<file path="config.mk">
export PLATFORM = sky130hd
export DESIGN_NAME = wrr_burst_arbiter_flat
export DESIGN_NICKNAME = d
export VERILOG_FILES = /design/src/rtl/wrr_burst_arbiter_pkg.sv /design/src/rtl/wrr_burst_arbiter_if.sv /design/src/rtl/wrr_burst_arbiter_rr_pick.sv /design/src/rtl/wrr_burst_arbiter.sv /design/src/flat_wrapper.sv
export SDC_FILE = /design/constraint.sdc
export NUM_CORES = 1
export LEC_CHECK = 0
export ABC_AREA = 1
export ABC_CLOCK_PERIOD_IN_PS = 2000
export CELL_PAD_IN_SITES_DETAIL_PLACEMENT = 1
export CELL_PAD_IN_SITES_GLOBAL_PLACEMENT = 1
export CORE_MARGIN = 4
export CORE_UTILIZATION = 30
export CTS_CLUSTER_SIZE = 20
export DETAILED_ROUTE_END_ITERATION = 16
export PLACE_DENSITY = 0.77
export SKIP_LAST_GASP = 1
export SYNTH_ARGS = -nofsm -noshare
export SYNTH_HDL_FRONTEND = slang
export SYNTH_SLANG_ARGS = --single-unit
</file>
<file path="constraint.sdc">
create_clock -name clk -period 2 [get_ports clk]
set_input_delay 0.4 -clock clk [delete_from_list [all_inputs] [get_ports clk]]
set_output_delay 0.4 -clock clk [all_outputs]
set_load 0.005 [all_outputs]
</file>
<file path="src/rtl/wrr_burst_arbiter_pkg.sv">
// Shared types and bit-manipulation helpers for the weighted round-robin burst arbiter.
// Helpers work on a fixed MAX_REQ-wide vector; callers zero-extend in and truncate out.
package wrr_pkg;

  localparam int MAX_REQ = 32;

  typedef logic [MAX_REQ-1:0] req_vec_t;

  typedef enum logic {
    IDLE  = 1'b0,
    BURST = 1'b1
  } state_t;

  // All bits strictly above the set bit of a one-hot vector; the top bit yields zero (wrap).
  function automatic req_vec_t therm_above(input req_vec_t onehot);
    return ~((onehot << 1) - req_vec_t'(1));
  endfunction

  function automatic req_vec_t lowest_set(input req_vec_t v);
    return v & (~v + req_vec_t'(1));
  endfunction

endpackage

</file>
<file path="src/rtl/wrr_burst_arbiter_if.sv">
// Requester/sink handshake bundle for wrr_burst_arbiter.
// The slave modport is the arbiter side; the master modport drives requests and sink ready.
interface wrr_burst_arbiter_if #(
  parameter int N_REQ    = 8,
  parameter int WEIGHT_W = 4
);
  logic [N_REQ-1:0]          req_i;
  logic [N_REQ*WEIGHT_W-1:0] weight_i;
  logic [N_REQ-1:0]          gnt_o;
  logic                      gnt_valid_o;
  logic                      gnt_rdy_i;
  logic                      last_o;
  logic                      busy_o;

  modport master (
    output req_i, weight_i, gnt_rdy_i,
    input  gnt_o, gnt_valid_o, last_o, busy_o
  );

  modport slave (
    input  req_i, weight_i, gnt_rdy_i,
    output gnt_o, gnt_valid_o, last_o, busy_o
  );
endinterface

</file>
<file path="src/rtl/wrr_burst_arbiter_rr_pick.sv">
// Combinational round-robin winner select: lowest requester above the priority
// pointer if any, otherwise the lowest requester overall.
module rr_pick
  import wrr_pkg::*;
#(
  parameter int N_REQ = 8
) (
  input  logic [N_REQ-1:0] req,
  input  logic [N_REQ-1:0] hptr,
  output logic [N_REQ-1:0] winner
);

  logic [N_REQ-1:0] masked;

  assign masked = req & hptr;
  assign winner = (|masked) ? N_REQ'(lowest_set(req_vec_t'(masked)))
                            : N_REQ'(lowest_set(req_vec_t'(req)));

endmodule

</file>
<file path="src/rtl/wrr_burst_arbiter.sv">
// Weighted round-robin arbiter: the winner owns the sink for up to its weight in
// beats, then the grant rotates past it after one idle cycle.
module wrr_burst_arbiter
  import wrr_pkg::*;
#(
  parameter int N_REQ    = 8,
  parameter int WEIGHT_W = 4
) (
  input  logic                clk,
  input  logic                reset,
  wrr_burst_arbiter_if.slave  bus
);

  state_t              state_q, state_d;
  logic [N_REQ-1:0]    owner_q, owner_d;
  logic [N_REQ-1:0]    hptr_q, hptr_d;
  logic [N_REQ-1:0]    winner;
  logic [WEIGHT_W-1:0] credit_q, credit_d;
  logic [WEIGHT_W-1:0] win_weight;
  logic                owner_req;
  logic                beat_ok;

  rr_pick #(.N_REQ(N_REQ)) u_pick (
    .req    (bus.req_i),
    .hptr   (hptr_q),
    .winner (winner)
  );

  always_comb begin
    win_weight = '0;
    for (int i = 0; i < N_REQ; i++) begin
      if (winner[i]) win_weight = bus.weight_i[i*WEIGHT_W +: WEIGHT_W];
    end
  end

  assign owner_req = |(bus.req_i & owner_q);
  assign beat_ok   = owner_req & bus.gnt_rdy_i;

  always_comb begin
    state_d  = state_q;
    owner_d  = owner_q;
    credit_d = credit_q;
    hptr_d   = hptr_q;
    case (state_q)
      IDLE: begin
        if (|bus.req_i) begin
          state_d  = BURST;
          owner_d  = winner;
          credit_d = (win_weight == '0) ? WEIGHT_W'(1) : win_weight;
        end
      end
      BURST: begin
        // A dropped request releases without consuming a beat.
        if (!owner_req || (beat_ok && credit_q == WEIGHT_W'(1))) begin
          state_d  = IDLE;
          owner_d  = '0;
          credit_d = '0;
          hptr_d   = N_REQ'(therm_above(req_vec_t'(owner_q)));
        end else if (beat_ok) begin
          credit_d = credit_q - WEIGHT_W'(1);
        end
      end
      default: state_d = IDLE;
    endcase
  end

  always_ff @(posedge clk) begin
    if (reset) begin
      state_q  <= IDLE;
      owner_q  <= '0;
      credit_q <= '0;
      hptr_q   <= '0;
    end else begin
      state_q  <= state_d;
      owner_q  <= owner_d;
      credit_q <= credit_d;
      hptr_q   <= hptr_d;
    end
  end

  assign bus.gnt_o       = owner_q;
  assign bus.busy_o      = (state_q == BURST);
  assign bus.gnt_valid_o = (state_q == BURST) & owner_req;
  assign bus.last_o      = bus.gnt_valid_o & (credit_q == WEIGHT_W'(1));

endmodule

</file>
<file path="src/flat_wrapper.sv">
// flat-port wrapper written by rule: the top's interface ports become plain ports
module wrr_burst_arbiter_flat import wrr_pkg::*;
#(
  parameter int N_REQ    = 8,
  parameter int WEIGHT_W = 4
)
  (clk, reset, bus_req_i, bus_weight_i, bus_gnt_rdy_i, bus_gnt_o, bus_gnt_valid_o, bus_last_o, bus_busy_o);
  wrr_burst_arbiter_if #(.N_REQ(N_REQ), .WEIGHT_W(WEIGHT_W)) bus_i ();
  input  logic clk;
  input  logic reset;
  input wire logic [$bits(bus_i.req_i)-1:0] bus_req_i;
  input wire logic [$bits(bus_i.weight_i)-1:0] bus_weight_i;
  input wire logic [$bits(bus_i.gnt_rdy_i)-1:0] bus_gnt_rdy_i;
  output wire logic [$bits(bus_i.gnt_o)-1:0] bus_gnt_o;
  output wire logic [$bits(bus_i.gnt_valid_o)-1:0] bus_gnt_valid_o;
  output wire logic [$bits(bus_i.last_o)-1:0] bus_last_o;
  output wire logic [$bits(bus_i.busy_o)-1:0] bus_busy_o;
  assign bus_i.req_i = bus_req_i;
  assign bus_i.weight_i = bus_weight_i;
  assign bus_i.gnt_rdy_i = bus_gnt_rdy_i;
  assign bus_gnt_o = bus_i.gnt_o;
  assign bus_gnt_valid_o = bus_i.gnt_valid_o;
  assign bus_last_o = bus_i.last_o;
  assign bus_busy_o = bus_i.busy_o;
  wrr_burst_arbiter #(.N_REQ(N_REQ), .WEIGHT_W(WEIGHT_W)) u_core (.clk(clk), .reset(reset), .bus(bus_i));
endmodule
</file>
==> metrics.txt, run 1 <==
status=finished clean; clock buffer depth=2; IO buf count=53; Net Count, Synth=295; CP Launch Type=input port; CTS sink count=20; Final Cycle Share=95.12%; worst r2r src=u_core.hptr_q[7]; Hold Path Class=flip-flop to flip-flop; hold wc startpoint=u_core.credit_q[1]; Synth Area in Simple Gates=39.61%; DR DRC count=0; highest-delay cell along the critical path=clkdlybuf4s15_1; fin nets=401; CTS tree=built; Reg2Reg Depth=15; synthesized area per cell=6.140 um^2; most frequent cells in the layout=66 x nand2_1, 48 x buf_4, 43 x clkdlybuf4s50_1, 27 x inv_1, 25 x a21oi_1; vias in the first global route=2107; Hold Crit Endpoint=u_core.credit_q[1]; combinational family with the most area after synthesis=simple AND/OR/NAND/NOR gates; post-synthesis adder-cell area fraction=2.455%; GRT Residual Overflow=0; DRT iter0 DRCs=79; Die Y=79.39 um; clk root buf=clkbuf_8; Mapped Cells=249; TritonCTS Buffers=3; crit path DAT=2.10 ns; Ports=54; Cell variety after synth=29; gr busiest metal=met2; clk_lat worst skew=0.26 ns; fin crit period=1.902 ns; power per cell area=647.2 nW/um^2; WP data required=2.20 ns; Setup Skew=0.004245 ns; ANT cells=0; core area=4817 um^2; Max transition margin=79.87%; num rows=25; Setup TNS=0 ns; routed len/inst=15.55 um; Pleak=1.232 nW; Syn. warnings=0; Mapped Area=1529 um^2; Filler Cell Count=642; Max Slew Vio Count=0; post-synthesis mux area share=0%; Worst-path clk slew=0.08 ns; CP max FO=6; Synth Area in XOR/XNOR=4.010%; post-route cell area=2684 um^2; met3 GRT Util=3.499%; post-synthesis sequential area ratio=26.19%; final wirelength=6.547 mm; global-route track usage on met1=25.50%; first drt pass iteration count=4; Setup CP Type=input port to flip-flop; # setup viols final=0; Initial Utilization=31.74%; detailed-route via count=2020; R2R Setup Slk=0.20 ns; Area Growth Syn to Fin=75.53%; GRT Total Usage=20.73%; dpl hpwl=5.113 mm; Die ar.=6303 um^2; commonest non-fill, non-tap cell in the layout=nand2_1; Compound-Gate Fraction of Synth Area=17.92%; worst slew pin tran=0.3016 ns; Final Hold Viols=0; critical path capture point type=flip-flop; Yosys reg bits=20; cell breakdown of the critical path=clkdlybuf4s15_1, buf_6, nand2_2, nand2_2, nor2_4, nand2_4, inv_4, nand2_4, nand2_4, inv_2, nor2_1, nor2_1, nand4_1, nand2_2, o22ai_2, nand2_1, a21oi_2; Die X=79.39 um; final RePlAce weighted congestion=0.8182; Vias/cell=4.798; placed cell area=2466 um^2; Post-CTS Hold Buffers=0; initial antenna violation count=0; largest net degree at the start of global routing=15; H-tree Lvls=1; first-pass GRT wire length=10.17 mm; max-cap viol count=0; hold path depth=2; Fmax=525.7 MHz; reg-to-reg critical path endpoint=u_core.credit_q[1]; share of cells above drive strength 1=28.81%; met2 Use GR=37.21%; crit-path max cell delay=0.19 ns; post-route ant nets=0; worst vdd ir=329.5 uV
-- how the worst max path moves through the flow --
stage | startpoint | to | slack (ns) | depth (start not counted)
after floorplan | bus_req_i[2] | u_core.credit_q[0] | 0.34 | 10
after global placement | bus_req_i[4] | bus_last_o | -0.45 | 7
after detailed placement | bus_req_i[3] | bus_last_o | -0.49 | 7
after CTS | bus_req_i[1] | u_core.credit_q[0] | 0.03 | 17
after global routing | bus_req_i[1] | u_core.credit_q[1] | -0.03 | 15
final | bus_req_i[1] | u_core.credit_q[1] | 0.1 | 17
-- worst max-delay path, delay by kind of cell --
kind | cells | cell delay (ns)
simple gates | 11 | 1.01
buf+inv | 4 | 0.47
compound gates | 2 | 0.22
-- registers in the layout, summed over array words and instances, names as in the netlist --
signal and count:
u_core.bus.gnt_o 8, u_core.hptr_q 7, u_core.credit_q 4, u_core.bus.busy_o 1
-- layout make-up --
type                            count  area [um^2]  area share [%]
Sequential cell                    20        400.4           14.92
Tap cell                           67        83.83           3.124
Multi-Input combinational cell    192         1095           40.79
Inverter                           34        130.1           4.848
Clock inverter                      1        30.03           1.119
Clock buffer                        3        41.29           1.538
Timing Repair Buffer              104        903.4           33.66
-- logic make-up (layout without fill, tap and decap cells) --
kind of cell               after synthesis  count (layout)
and+or+nand+nor                        133             133
AOI/OAI and AO/OA                       49              49
buffers and inverters                   37             142
DFF                                     20              20
xor gates and xnor gates                 7               7
adders and majority gates                3               3
-- Yosys cell counts --
library cell	instances	area, um^2
a21boi_0	1	7.510
nor2_2	3	18.77
dfxtp_1	20	400.4
a21oi_1	26	130.1
nand2_1	71	266.5
nand2_2	6	37.54
nand4_1	5	31.28
nor2_1	24	90.09
nand3_1	13	65.06
buf_2	1	5.000
nor4_2	1	12.51
xnor2_1	2	17.52
clkbuf_1	1	3.750
o21ai_2	3	26.28
or2_0	1	6.260
inv_1	30	112.6
o22ai_1	3	18.77
nand2_4	2	22.52
o21ai_0	13	65.06
xor2_1	5	43.79
o22ai_2	1	12.51
nor3_1	3	15.01
a21oi_2	1	8.760
inv_2	4	15.01
clkbuf_8	1	13.76
nor4_1	1	6.260
nor2_4	3	33.78
ha_1	3	37.54
o21ai_1	1	5.000
-- where the power goes --
| group | internal (mW) | total, mW | switching, mW |
|---|---|---|---|
| combinational | 0.388 | 0.833 | 0.446 |
| sequential | 0.447 | 0.492 | 0.0457 |
| clock | 0.267 | 0.411 | 0.144 |
-- metal layers --
| metal | vias up | wire length (um) |
|---|---|---|
| met5 | - | 0 |
| met4 | 0 | 85 |
| met3 | 8 | 338 |
| met2 | 56 | 3220 |
| met1 | 942 | 2904 |
| li1 | 1014 | - |
-- stage by stage --
stage	instances	setup WS [ns]	util, %	total power [mW]	hold slack, ns
after floorplan	249	0.3398	-	0.8923	0.4440
after global placement	412	-0.4450	51.19	1.218	0.4544
after detailed placement	412	-0.4892	51.19	1.240	0.4691
after CTS	419	0.03263	54.52	1.699	0.4800
after global routing	421	-0.03060	55.71	1.850	0.5092
final	421	0.09761	55.71	1.737	0.4894
-- repair_timing --
item / CTS / global route
setup endpoints to repair: 15 / 13
resized for setup: 35 / 18
setup buffers: 3 / 3
pin swaps: 13 / 13
endpoints found under the hold margin: 0 / 0
No activity file was read; power rests on OpenSTA's default activity.
==> inputs of run 2 (changes only) <==
--- a/config.mk
+++ b/config.mk
@@ -7,9 +7,9 @@
 export LEC_CHECK = 0
 export ABC_AREA = 1
 export ABC_CLOCK_PERIOD_IN_PS = 2000
-export CELL_PAD_IN_SITES_DETAIL_PLACEMENT = 1
+export CELL_PAD_IN_SITES_DETAIL_PLACEMENT = 0
 export CELL_PAD_IN_SITES_GLOBAL_PLACEMENT = 1
-export CORE_MARGIN = 4
+export CORE_ASPECT_RATIO = 1.1
 export CORE_UTILIZATION = 30
 export CTS_CLUSTER_SIZE = 20
 export DETAILED_ROUTE_END_ITERATION = 16
==> run 2 against run 1 <==
Net effect: first-iteration DRC count fell by 25%; flip-flop and latch count did not move; power fell by 8.4%; global-route usage fell by 2.2 points; clock skew barely moved; critical path type is now input port to primary output; clock-buffer cell count rose by 1; sequential share of layout area rose by 0.28 points; worst setup slack got worse by 0.037 ns; largest power group unchanged.
==> metrics.txt, run 2 (synthesis results as in run 1) <==
share of cells above drive strength 1=26.99%; fin cells=408; Max Slew Vio Count=0; WP data required=1.60 ns; largest net degree at the start of global routing=15; post-route ant nets=0; Area Growth Syn to Fin=72.34%; Setup Skew=0.004020 ns; Worst-path clk slew=0.08 ns; internal power component=1.000 mW; Setup CP Type=input port to primary output; # setup viols final=0; register share of total power=30.4%; placed cell area=2437 um^2; Ports=54; Vias/cell=4.637; DR DRC count=0; Post-CTS Hold Buffers=0; highest-delay cell along the critical path=nor4_4; Switching Share=37.15%; cell breakdown of the critical path=dlygate4sd2_1, inv_1, o22ai_2, nor4_4, buf_4, nor2_2, clkdlybuf4s15_2; clk_lat worst skew=0.26 ns; num rows=26; Power Total=1.591 mW; power share of the combinational group=49.4%; DRT iter0 DRCs=59; Placed Instances=399; NetSw=0.5912 mW; detailed-route via count=1892; first-pass GRT wire length=8.052 mm; CP Launch Type=input port; Fmax=515.6 MHz; worst slew pin tran=0.3106 ns; status=finished clean; initial antenna violation count=0; crit path DAT=1.54 ns; worst vdd ir=344.0 uV; most frequent cells in the layout=66 x nand2_1, 45 x buf_4, 43 x clkdlybuf4s50_1, 29 x inv_1, 25 x a21oi_1; Largest register FFs=8; clk root buf=clkbuf_8; final wirelength=5.047 mm; H-tree Lvls=1; fin crit period=1.940 ns; crit-path max cell delay=0.28 ns; max-cap viol count=0; GRT Total Usage=18.53%; GRT Residual Overflow=0; vias in the first global route=1747; routed len/inst=12.37 um; first drt pass iteration count=4; Max transition margin=79.27%; CTS sink count=20; clock buffer depth=2; dpl hpwl=3.937 mm; Setup TNS=0 ns; fin nets=399; commonest non-fill, non-tap cell in the layout=nand2_1; Die ar.=5386 um^2; core area=4782 um^2; Die Y=76.88 um; Final Cycle Share=96.98%; TritonCTS Buffers=3; CP max FO=3; ANT cells=0; power per cell area=603.9 nW/um^2; Initial Utilization=31.97%; CTS tree=built; clock share of power=20.2%; Hold Path Class=flip-flop to flip-flop; Pleak=1.210 nW; critical path capture point type=primary output; Final Hold Viols=0; final RePlAce weighted congestion=0.8362; IO buf count=53; RSZ-0062 raised after global routing=true; post-route cell area=2635 um^2; Die X=70.07 um
==> run 2: cell count changes in the layout (fill, tap and decap cells not counted), moves of 2 or more <==
| cell | change |
|---|---|
| buf_4 | -3 |
| clkbuf_2 | -2 |
| inv_1 | +2 |
| inv_2 | -2 |
| nand2_2 | +2 |
| nand2_4 | -2 |
| o21ai_0 | -2 |
| o21ai_1 | +3 |
==> run 2: repair_timing <==
| item | 4_1_cts | 5_1_grt |
|---|---|---|
| setup buffers | 3 | 2 |
| pin swaps | 17 | 11 |
| resized for setup | 31 | 16 |
| hold endpoints to repair | 0 | 0 |
| endpoints found under the setup margin | 14 | 12 |
==> run 2: worst max-delay path, delay by kind of cell <==
family,cells,cell delay [ns]
and+or+nand+nor,2,0.32
buffers and inverters,4,0.71
AOI/OAI and AO/OA,1,0.10
==> run 2: per-stage QoR <==
| stage | util [%] | setup WS, ns | hold slack, ns |
|---|---|---|---|
| detailed placement | 50.97 | -0.4610 | 0.4712 |
| finish | 55.10 | 0.06045 | 0.4788 |
| floorplan | - | 0.3398 | 0.4440 |
| global route | 55.10 | -0.03446 | 0.4992 |
| global placement | 50.97 | -0.4877 | 0.4570 |
| CTS | 53.69 | 0.03714 | 0.4875 |
==> run 2: cell type report <==
class / instances / area [um^2]
Fill cell: 489 / 2147
Timing Repair Buffer: 102 / 902.1
Clock buffer: 4 / 55.05
Multi-Input combinational cell: 192 / 1077
Inverter: 34 / 130.1
Tap cell: 56 / 70.07
Sequential cell: 20 / 400.4
==> run 2: path summary, 6_finish.rpt <==
path                      startpoint                  to  slack (ns)  cells past startpoint
setup reg to reg    u_core.hptr_q[3]  u_core.credit_q[1]        0.22                     15
setup / recovery        bus_req_i[0]     bus_gnt_valid_o        0.06                      7
hold reg to reg   u_core.credit_q[1]  u_core.credit_q[1]        0.48                      2
hold / removal    u_core.credit_q[1]  u_core.credit_q[1]        0.48                      2
==> run 2: power groups by stage <==
stage	clock network [mW]	registers, mW	logic (mW)
floorplan	0	0.487	0.405
global placement	0	0.489	0.719
detailed placement	0	0.490	0.724
CTS	0.330	0.482	0.755
global route	0.341	0.491	0.875
finish	0.321	0.484	0.786
==> run 2: layer usage <==
metal / track usage [%] / routed length, um
met4: 2.400 / 23
met2: 32.98 / 2554
met1: 23.67 / 2286
met5: 0 / 0
met3: 3.285 / 182
